==> config.mk <==
export PLATFORM = sky130hd
export DESIGN_NAME = xor_checksum
export DESIGN_NICKNAME = d
export VERILOG_FILES = /design/src/rtl/xor_checksum.sv
export SDC_FILE = /design/constraint.sdc
export NUM_CORES = 1
export LEC_CHECK = 0
export ABC_AREA = 1
export CORE_MARGIN = 2
export CORE_UTILIZATION = 50
export DETAILED_ROUTE_END_ITERATION = 7
export PLACE_DENSITY = 0.89
export SYNTH_ARGS = -nofsm -noshare
export SYNTH_HDL_FRONTEND = slang
export SYNTH_SLANG_ARGS = --single-unit
==> constraint.sdc <==
create_clock -name CLK -period 2.08 [get_ports CLK]
set_input_delay 0.416 -clock CLK [delete_from_list [all_inputs] [get_ports CLK]]
set_output_delay 0.416 -clock CLK [all_outputs]
set_load 0.02 [all_outputs]
==> src/rtl/xor_checksum.sv <==
// Streaming XOR checksum engine.
// Folds a framed stream of WIDTH-bit words into a running bitwise XOR.
// It then presents the checksum and the saturating beat count of each
// completed frame over a valid/ready result handshake.
// Optional feature: define XOR_CHECKSUM_PARITY_EN to add the registered
// OUT_PARITY output, which is the XOR-reduction of OUT_SUM.
module xor_checksum #(
    parameter int WIDTH       = 16,
    parameter int COUNT_WIDTH = 8
) (
    input  logic                   CLK,
    input  logic                   RESET,
    input  logic [WIDTH-1:0]       IN_DATA,
    input  logic                   IN_VALID,
    input  logic                   IN_LAST,
    output logic                   IN_READY,
    input  logic                   ABORT,
    output logic [WIDTH-1:0]       OUT_SUM,
    output logic [COUNT_WIDTH-1:0] OUT_COUNT,
    output logic                   OUT_VALID,
    input  logic                   OUT_READY
`ifdef XOR_CHECKSUM_PARITY_EN
    ,
    output logic                   OUT_PARITY
`endif
);

    typedef enum logic [1:0] {
        S_IDLE  = 2'd0,   // no frame open
        S_ACCUM = 2'd1,   // frame open, accumulating
        S_HOLD  = 2'd2    // result presented, waiting for consumer
    } state_t;

    localparam logic [COUNT_WIDTH-1:0] CNT_MAX = '1;
    localparam logic [COUNT_WIDTH-1:0] CNT_ONE = COUNT_WIDTH'(1);

    state_t                 state_q, state_d;
    logic [WIDTH-1:0]       acc_q, acc_d;
    logic [COUNT_WIDTH-1:0] cnt_q, cnt_d;
    logic [WIDTH-1:0]       sum_q, sum_d;
    logic [COUNT_WIDTH-1:0] count_q, count_d;
    logic                   valid_q, valid_d;

    logic                   beat;
    logic [WIDTH-1:0]       acc_fold;
    logic [COUNT_WIDTH-1:0] cnt_fold;

    // Input is accepted in IDLE and ACCUM only; decoded from the registered
    // state so there is no path from OUT_READY to IN_READY.
    assign IN_READY = (state_q != S_HOLD) & ~RESET;
    assign beat     = IN_VALID & IN_READY;

    // Value the accumulator and counter take if the current beat is accepted:
    // the first beat of a frame restarts them, later beats fold in.
    always_comb begin
        if (state_q == S_ACCUM) begin
            acc_fold = acc_q ^ IN_DATA;
            cnt_fold = (cnt_q == CNT_MAX) ? cnt_q : cnt_q + CNT_ONE;
        end else begin
            acc_fold = IN_DATA;
            cnt_fold = CNT_ONE;
        end
    end

    // Next-state and next-output logic for the frame FSM.
    always_comb begin
        // NOTE: every signal gets a default before the case so no path leaves
        // it unassigned; otherwise synthesis infers a latch to hold it.
        state_d = state_q;
        acc_d   = acc_q;
        cnt_d   = cnt_q;
        sum_d   = sum_q;
        count_d = count_q;
        valid_d = valid_q;

        case (state_q)
            S_IDLE, S_ACCUM: begin
                if (ABORT) begin
                    // Abort wins over a simultaneous beat; results untouched.
                    state_d = S_IDLE;
                    acc_d   = '0;
                    cnt_d   = '0;
                end else if (beat) begin
                    acc_d = acc_fold;
                    cnt_d = cnt_fold;
                    if (IN_LAST) begin
                        state_d = S_HOLD;
                        sum_d   = acc_fold;
                        count_d = cnt_fold;
                        valid_d = 1'b1;
                    end else begin
                        state_d = S_ACCUM;
                    end
                end
            end
            S_HOLD: begin
                if (OUT_READY) begin
                    state_d = S_IDLE;
                    valid_d = 1'b0;
                end
            end
            default: begin
                state_d = S_IDLE;
                valid_d = 1'b0;
            end
        endcase
    end

    // State and result registers; reset clears everything immediately.
    always_ff @(posedge CLK or posedge RESET) begin
        // NOTE: sequential state uses non-blocking assignments so all registers
        // update together from the values sampled before the edge.
        if (RESET) begin
            state_q <= S_IDLE;
            acc_q   <= '0;
            cnt_q   <= '0;
            sum_q   <= '0;
            count_q <= '0;
            valid_q <= 1'b0;
        end else begin
            state_q <= state_d;
            acc_q   <= acc_d;
            cnt_q   <= cnt_d;
            sum_q   <= sum_d;
            count_q <= count_d;
            valid_q <= valid_d;
        end
    end

    assign OUT_SUM   = sum_q;
    assign OUT_COUNT = count_q;
    assign OUT_VALID = valid_q;

`ifdef XOR_CHECKSUM_PARITY_EN
    logic parity_q;

    // Parity register tracks the checksum register, so it changes on the same edge.
    always_ff @(posedge CLK or posedge RESET) begin
        if (RESET) begin
            parity_q <= 1'b0;
        end else begin
            parity_q <= ^sum_d;
        end
    end

    assign OUT_PARITY = parity_q;
`endif

endmodule

== After elaboration in Yosys (flattened, before gate mapping) ==
Cells that the tools add are included.

* Bits in registers: 51
* Word-level logic and storage cells: 45
* Bits of input ports: 22

* Equality and inequality tests: 9
* Muxes and demuxes: 17
* Bitwise operators: 5
* Reduce and logical (&&, ||, !) cells: 7
* Add/sub/neg operators: 1

{| class="wikitable"
|+ Operators with widths
! operator !! number
|-
| 16-bit 2-to-1 mux || 3
|-
| 8-bit 2-to-1 mux || 4
|-
| 16-bit XOR || 1
|-
| 2-bit inequality test, second input constant || 5
|-
| 8-bit by 1-bit adder with 8-bit output, second input constant || 1
|-
| 8-bit == test, second input constant || 1
|-
| 2-bit 2-to-1 mux || 4
|-
| 4-bit AND reduction || 2
|-
| 1-bit 2-to-1 mux || 4
|-
| 2-bit case mux with 2 select lines || 1
|-
| 2-bit AND reduction || 2
|-
| 3-bit inequality test, second input constant || 1
|-
| 1-bit AND || 2
|-
| 2-bit by 1-bit == test with 1-bit output, second input constant || 1
|-
| 2-bit == test, second input constant || 1
|-
| 2-bit zero test || 1
|-
| 1-bit NOT || 2
|-
| 1-bit case mux with 2 select lines || 1
|-
| 2-bit nonzero test || 1
|-
| 2-bit OR reduction || 1
|}

== Depth between registers and ports, before layout ==
Gate-level depths: netlist of run 1.

* Depth in word-level cells: 6
* Mapped depth: 8
* Gate-level depth less buffers: 8

== Worst setup path before layout of run 1 ==
Ideal clock, no wire load.

* Path kind: input port to flip-flop
* From: input RESET
* To: register count_q[1] (netlist: OUT_COUNT[1])
* Arrival: 2.369 ns
* Setup slack: -0.406 ns
* Stages: 7
* Required time: 1.963 ns
* Setup time: 0.117 ns
* Cell sequence: inv_1 > nand4_1 > nor2_4 > inv_2 > buf_2 > nand2_1 > nand2_1

* Word-level cells in the longest chain between the ends: 4

{| class="wikitable"
|+ RTL lines
! what !! line !! RTL
|-
| start: declaration || 12 || <nowiki>input logic RESET,</nowiki>
|-
| 1-bit NOT || 50 || <nowiki>assign IN_READY = (state_q != S_HOLD) & ~RESET;</nowiki>
|-
| 1-bit AND || 50 ||
|-
| 1-bit AND || 51 || <nowiki>assign beat = IN_VALID & IN_READY;</nowiki>
|-
| 4-bit AND reduction (no line) || - ||
|-
| end signal: assignment || 125 || <nowiki>count_q <= count_d;</nowiki>
|-
| end: declaration || 41 || <nowiki>logic [COUNT_WIDTH-1:0] count_q, count_d;</nowiki>
|}

No other way between the ends.
A chain may end at the register's enable or synchronous reset.

== Final worst setup path of run 1 ==
* From: input RESET
* To: output IN_READY

* Word-level cells in the longest chain between the ends: 2

{| class="wikitable"
|+ RTL lines
! what !! line !! RTL
|-
| 1-bit NOT || 50 ||
|-
| 1-bit AND || 50 ||
|-
| end: declaration || 16 || <nowiki>output logic IN_READY,</nowiki>
|}

No other way between the ends.

==> results.sh, run 1 <==
export IMPL_status="finished clean"
export IMPL_io_buffers=47
export IMPL_ys_ff_latch=51
export IMPL_cts_resized=0
export IMPL_grt_pass1_vias=1989
export IMPL_leakagePower_nw=1.45
export IMPL_clkTransAtPathRegs_ns=0.08
export IMPL_cp_start_kind="primary input"
export IMPL_synthAdderAreaFrac=0.00513
export IMPL_gp_congestion=0.859
export IMPL_final_nets=375
export IMPL_synth_seq_area_share=0.524
export IMPL_netlist_area_sq_um=2440
export IMPL_cts_hold_buf=0
export IMPL_grt_pass1_wl_um=8480
export IMPL_postSynthCellCount=302
export IMPL_hold_violations=0
export IMPL_critPathKind="primary input to primary output"
export IMPL_cts_path_max_buffers=2
export IMPL_cts_root_buf="clkbuf_8"
export IMPL_hold_worst_slack_ns=0.480
export IMPL_antenna_found_initial=0
export IMPL_powerDensity_nw_per_um2=725
export IMPL_ir_drop_mv=0.617
export IMPL_rsz0062_at_grt="false"
export IMPL_muxShareOfSynthArea=0
export IMPL_synth_compound_area_frac=0.0580
export IMPL_cap_viol_max_count=0
export IMPL_slowest_delay_ns=0.61
export IMPL_finalCritPeriodShare=0.954
export IMPL_postCtsSetupRepairBufs=0
export IMPL_fin_tns_setup_ns=0
export IMPL_worstPathArrival_ns=1.57
export IMPL_cts_tree="built"
export IMPL_clk_latency_ns=0.30
export IMPL_drt_vias_per_instance=4.87
export IMPL_yosys_warnings=0
export IMPL_clock_sinks=51
export IMPL_vias=2035
export IMPL_nFillCells=387
export IMPL_synthToLayoutAreaGrowth_pct=25.9
export IMPL_drc=0
export IMPL_skew_ns=0.00159
export IMPL_core_sq_um=4720
export IMPL_drtIter0Drc=130
export IMPL_antenna_left=0
export IMPL_synth_simple_gate_area_frac=0.281
export IMPL_hpwl_um=3570
export IMPL_routed_wirelength_um=5060
export IMPL_cts_inserted_buffers=5
export IMPL_tightest_slew_ns=0.614
export IMPL_rows=25
export IMPL_synth_top_family_by_area="simple AND/OR/NAND/NOR gates"
export IMPL_slowest_stage="clkdlybuf4s50_1"
export IMPL_dr_pass1_iters=4
export IMPL_dieHeight_um=73.8
export IMPL_grt_usage=0.205
export IMPL_relSlewSlack=0.591
export IMPL_grt_max_degree=52
export IMPL_synth_distinct_cells=21
export IMPL_finalSetupViolCount=0
export IMPL_antenna_cells=0
export IMPL_hold_class="flip-flop to flip-flop"
export IMPL_die_x_um=73.8
export IMPL_worstSetupEndpointType="primary output"
export IMPL_slew_violations=0
export IMPL_h_tree_depth=2
export IMPL_path_cells="clkdlybuf4s50_1 -> nor2_1 -> clkdlybuf4s50_1"
export IMPL_wl_per_cell_um=12.1
export IMPL_syn_area_per_cell_sq_um=8.07
export IMPL_die_area_sq_um=5450
export IMPL_fin_crit_ns=1.98
export IMPL_overflow=0
export IMPL_ios=48
export IMPL_cp_required_ns=1.66
export IMPL_synthXorXnorAreaFrac=0.0611
export IMPL_power_total_mw=2.22
export IMPL_path_max_fanout=2
export IMPL_start_util=0.516
export IMPL_max_freq_mhz=504
export IMPL_synth_nets=325
export IMPL_cpMostUsedCell="clkdlybuf4s50_1"
export IMPL_layout_drive_gt1_share=0.0684
kinds of logic after synthesis:
family,after synthesis
adder cells (fa/ha/maj),1
flip-flops,51
buffers and inverters,40
XOR/XNOR,17
AND/OR/NAND/NOR,165
AO/OA/AOI/OAI,28
state kept, by name (all words and copies together) (netlist names):
name	cells
cnt_q	8
OUT_COUNT	8
state_q	2
OUT_VALID	1
OUT_SUM	16
acc_q	16
worst max-delay path, delay by kind of cell:
kind                   cells  cell delay, ns
buffers and inverters      2            1.05
and+or+nand+nor            1            0.11
metal layers:
metal  track usage  part of all wire  up-vias  wire length, um
met4        0.0909             0.021        0              107
met3        0.0494             0.057       10              287
li1              -                 -     1032                -
met5             0                 0        -                0
met2         0.336              0.48       70             2450
met1         0.256              0.44      923             2220
area by class of cell:
| type | count | area (sq um) | area share |
|---|---|---|---|
| sequential | 51 | 1280 | 0.416 |
| multi-input combinational | 211 | 992 | 0.323 |
| timing repair buffer | 52 | 520 | 0.170 |
| inverter | 31 | 120 | 0.0391 |
| tap | 67 | 83.8 | 0.0273 |
| clock buffer | 5 | 68.8 | 0.0224 |
| clock inverter | 1 | 7.51 | 0.00245 |
layout by cell type (no fill, tap or decap), types with 3 or more instances in the layout:
master           count
nor2_1              24
dfrtp_1             51
o21ai_0             23
clkbuf_8             5
nand2_2              3
clkdlybuf4s50_1     47
inv_2                3
buf_4                4
nand2_1            110
o21ai_1              3
xor2_1              16
nand3_1             21
inv_1               27
synth_stat cells (all sizes together):
master  count  share of area
nand2     114           0.18
dfrtp      51           0.52
inv        31          0.048
nor2       27          0.049
o21ai      26          0.053
nand3      22          0.045
xor2       16          0.057
buf         9          0.024
a21oi       1         0.0021
ha          1         0.0051
nand4       1         0.0026
o22ai       1         0.0026
or2         1         0.0026
xnor2       1         0.0036
per-stage QoR:
stage	util	cells	setup WS (ns)	cell area (sq um)
5_1_grt	0.650	418	0.0348	3070
2_1_floorplan	-	302	0.00823	2450
4_1_cts	0.650	418	0.0864	3070
3_3_place_gp	0.634	412	0.122	2990
6_report	0.650	418	0.0957	3070
3_5_place_dp	0.634	412	0.0809	2990
where the power goes:
group          internal (mW)  switching, mW  leakage [nW]
Combinational          0.247          0.293         0.738
Sequential              1.10         0.0561         0.680
Clock                  0.224          0.306        0.0361
Total                   1.57          0.656          1.45
final timing paths:
kind / startpoint / slack [ns] / cells past startpoint / endpoint
setup / recovery: RESET / 0.1 / 3 / IN_READY
hold / removal: OUT_SUM[5]$_DFFE_PP0P_ / 0.48 / 2 / OUT_SUM[5]$_DFFE_PP0P_
setup reg to reg: state_q[1]$_DFFE_PP0P_ / 0.49 / 6 / cnt_q[0]$_DFFE_PP0P_
hold reg to reg: OUT_SUM[5]$_DFFE_PP0P_ / 0.48 / 2 / OUT_SUM[5]$_DFFE_PP0P_
max in group asynchronous: RESET / 0.87 / 4 / OUT_SUM[12]$_DFFE_PP0P_
min in group asynchronous: RESET / 0.81 / 4 / cnt_q[6]$_DFFE_PP0P_
Note: power is estimated with default switching activity, not from simulation.
==> run 2, diff against run 1 <==
--- a/config.mk
+++ b/config.mk
@@ -9,7 +9,9 @@
 export CORE_MARGIN = 2
 export CORE_UTILIZATION = 50
 export DETAILED_ROUTE_END_ITERATION = 7
+export GPL_TIMING_DRIVEN = 1
 export PLACE_DENSITY = 0.89
+export REMOVE_ABC_BUFFERS = 1
 export SYNTH_ARGS = -nofsm -noshare
 export SYNTH_HDL_FRONTEND = slang
 export SYNTH_SLANG_ARGS = --single-unit
==> results.sh, run 2 (synthesized netlist as in run 1, its figures left out) <==
export IMPL_relSlewSlack=0.710
export IMPL_ir_drop_mv=0.392
export IMPL_finalSetupViolCount=0
export IMPL_path_cells="clkdlybuf4s50_1 -> nor2_1 -> clkdlybuf4s50_1"
export IMPL_crit_end="IN_READY"
export IMPL_r2r_end="cnt_q[0]$_DFFE_PP0P_"
export IMPL_dpl_cell_count=415
export IMPL_critPathKind="primary input to primary output"
export IMPL_utilization=0.655
export IMPL_power_total_mw=2.31
export IMPL_clk_latency_ns=0.30
export IMPL_rows=25
export IMPL_antenna_found_initial=0
export IMPL_layout_commonest_cell="nand2_1"
export IMPL_cp_start_kind="primary input"
export IMPL_drt_vias_per_instance=5.02
export IMPL_dr_pass1_iters=4
export IMPL_die_area_sq_um=5450
export IMPL_worstPathArrival_ns=1.57
export IMPL_tightest_slew_ns=0.435
export IMPL_hold_violations=0
export IMPL_worstHoldStart="OUT_SUM[7]$_DFFE_PP0P_"
export IMPL_drtIter0Drc=205
export IMPL_r2r_setup_slack_ns=0.52
export IMPL_worstSetupStartpoint="RESET"
export IMPL_antenna_cells=0
export IMPL_leakagePower_nw=1.48
export IMPL_cts_resized=0
export IMPL_grt_pass1_vias=2089
export IMPL_finalCritPeriodShare=0.955
export IMPL_core_sq_um=4720
export IMPL_cts_path_max_buffers=2
export IMPL_ios=48
export IMPL_clkTransAtPathRegs_ns=0.08
export IMPL_status="finished clean"
export IMPL_fin_area_sq_um=3090
export IMPL_placed_area_sq_um=2990
export IMPL_dieHeight_um=73.8
export IMPL_start_util=0.516
export IMPL_postCtsSetupRepairBufs=0
export IMPL_wl_per_cell_um=12.6
export IMPL_routed_wirelength_um=5340
export IMPL_grt_max_degree=32
export IMPL_die_x_um=73.8
export IMPL_slowest_delay_ns=0.61
export IMPL_vias=2125
export IMPL_max_freq_mhz=503
export IMPL_hold_class="flip-flop to flip-flop"
export IMPL_layout_common_cells="nand2_1 (110), dfrtp_1 (51), clkdlybuf4s50_1 (47)"
export IMPL_worst_r2r_path_depth=8
export IMPL_fin_crit_ns=1.99
export IMPL_cts_tree="built"
export IMPL_drc=0
export IMPL_slew_violations=0
export IMPL_io_buffers=47
export IMPL_worstSetupEndpointType="primary output"
export IMPL_gp_congestion=0.912
export IMPL_path_max_fanout=2
export IMPL_cts_inserted_buffers=5
export IMPL_fin_cells=423
export IMPL_grt_pass1_wl_um=9260
export IMPL_clock_sinks=51
export IMPL_h_tree_depth=2
export IMPL_cts_hold_buf=0
export IMPL_slowest_stage="clkdlybuf4s50_1"
export IMPL_cap_viol_max_count=0
export IMPL_hpwl_um=3800
export IMPL_r2r_start="cnt_q[1]$_DFFE_PP0P_"
export IMPL_cts_root_buf="clkbuf_8"
export IMPL_cp_required_ns=1.66
export IMPL_cpMostUsedCell="clkdlybuf4s50_1"
export IMPL_rsz0062_at_grt="false"
export IMPL_layout_drive_gt1_share=0.0758
export IMPL_powerDensity_nw_per_um2=747
export IMPL_antenna_left=0
export IMPL_skew_ns=0.00527
export IMPL_synthToLayoutAreaGrowth_pct=27.0
export IMPL_overflow=0
export IMPL_grt_usage=0.222
export IMPL_final_nets=378
-- run 2: cell types whose count changed in the layout (fill, tap and decap cells not counted) --
cell / previous run / this run
clkbuf_1: 0 / 1
nand3_1: 21 / 22
nand3_2: 1 / 0
clkinvlp_4: 2 / 0
inv_2: 3 / 4
buf_12: 1 / 0
clkbuf_8: 5 / 7
buf_4: 4 / 8
-- run 2: power breakdown --
| group | leakage (nW) | switching, mW | internal, mW |
|---|---|---|---|
| Clock | 0.0515 | 0.310 | 0.304 |
| Sequential | 0.680 | 0.0589 | 1.10 |
| Combinational | 0.752 | 0.294 | 0.247 |
| Total | 1.48 | 0.663 | 1.65 |
-- run 2: final cells by class --
| class | count | area, sq um |
|---|---|---|
| timing repair buffer | 55 | 531 |
| sequential | 51 | 1280 |
| multi-input combinational | 211 | 987 |
| fill | 395 | 1630 |
| tap | 67 | 83.8 |
| inverter | 31 | 116 |
| clock buffer | 8 | 100 |
-- run 2: worst min path at each step --
stage / cells past startpoint / end / slack [ns]
after floorplan: 1 / OUT_VALID$_DFFE_PP0P_ / 0.48
after global placement: 2 / OUT_SUM[7]$_DFFE_PP0P_ / 0.46
after detailed placement: 2 / OUT_SUM[8]$_DFFE_PP0P_ / 0.46
after CTS: 2 / OUT_SUM[7]$_DFFE_PP0P_ / 0.48
after global routing: 2 / OUT_COUNT[5]$_DFFE_PP0P_ / 0.51
final: 2 / OUT_SUM[7]$_DFFE_PP0P_ / 0.47
-- run 2: per-layer routing --
metal,vias to the layer above,part of all wire,GRT usage
met2,83,0.50,0.369
li1,1028,-,-
met3,6,0.056,0.0480
met1,1008,0.43,0.289
met4,0,0.0090,0.0687
met5,-,0,0
-- run 2: worst max-delay path: cells and delay by family --
family | cells | cell delay, ns
AND/OR/NAND/NOR | 1 | 0.11
buffers and inverters | 2 | 1.04
-- run 2: stage by stage --
step / TNS, ns / setup WS (ns) / hold WS [ns]
2_1_floorplan: -27.75 / -0.648 / 0.478
3_3_place_gp: 0 / 0.110 / 0.458
3_5_place_dp: 0 / 0.0946 / 0.457
4_1_cts: 0 / 0.0875 / 0.479
5_1_grt: 0 / 0.0297 / 0.507
6_report: 0 / 0.0933 / 0.473
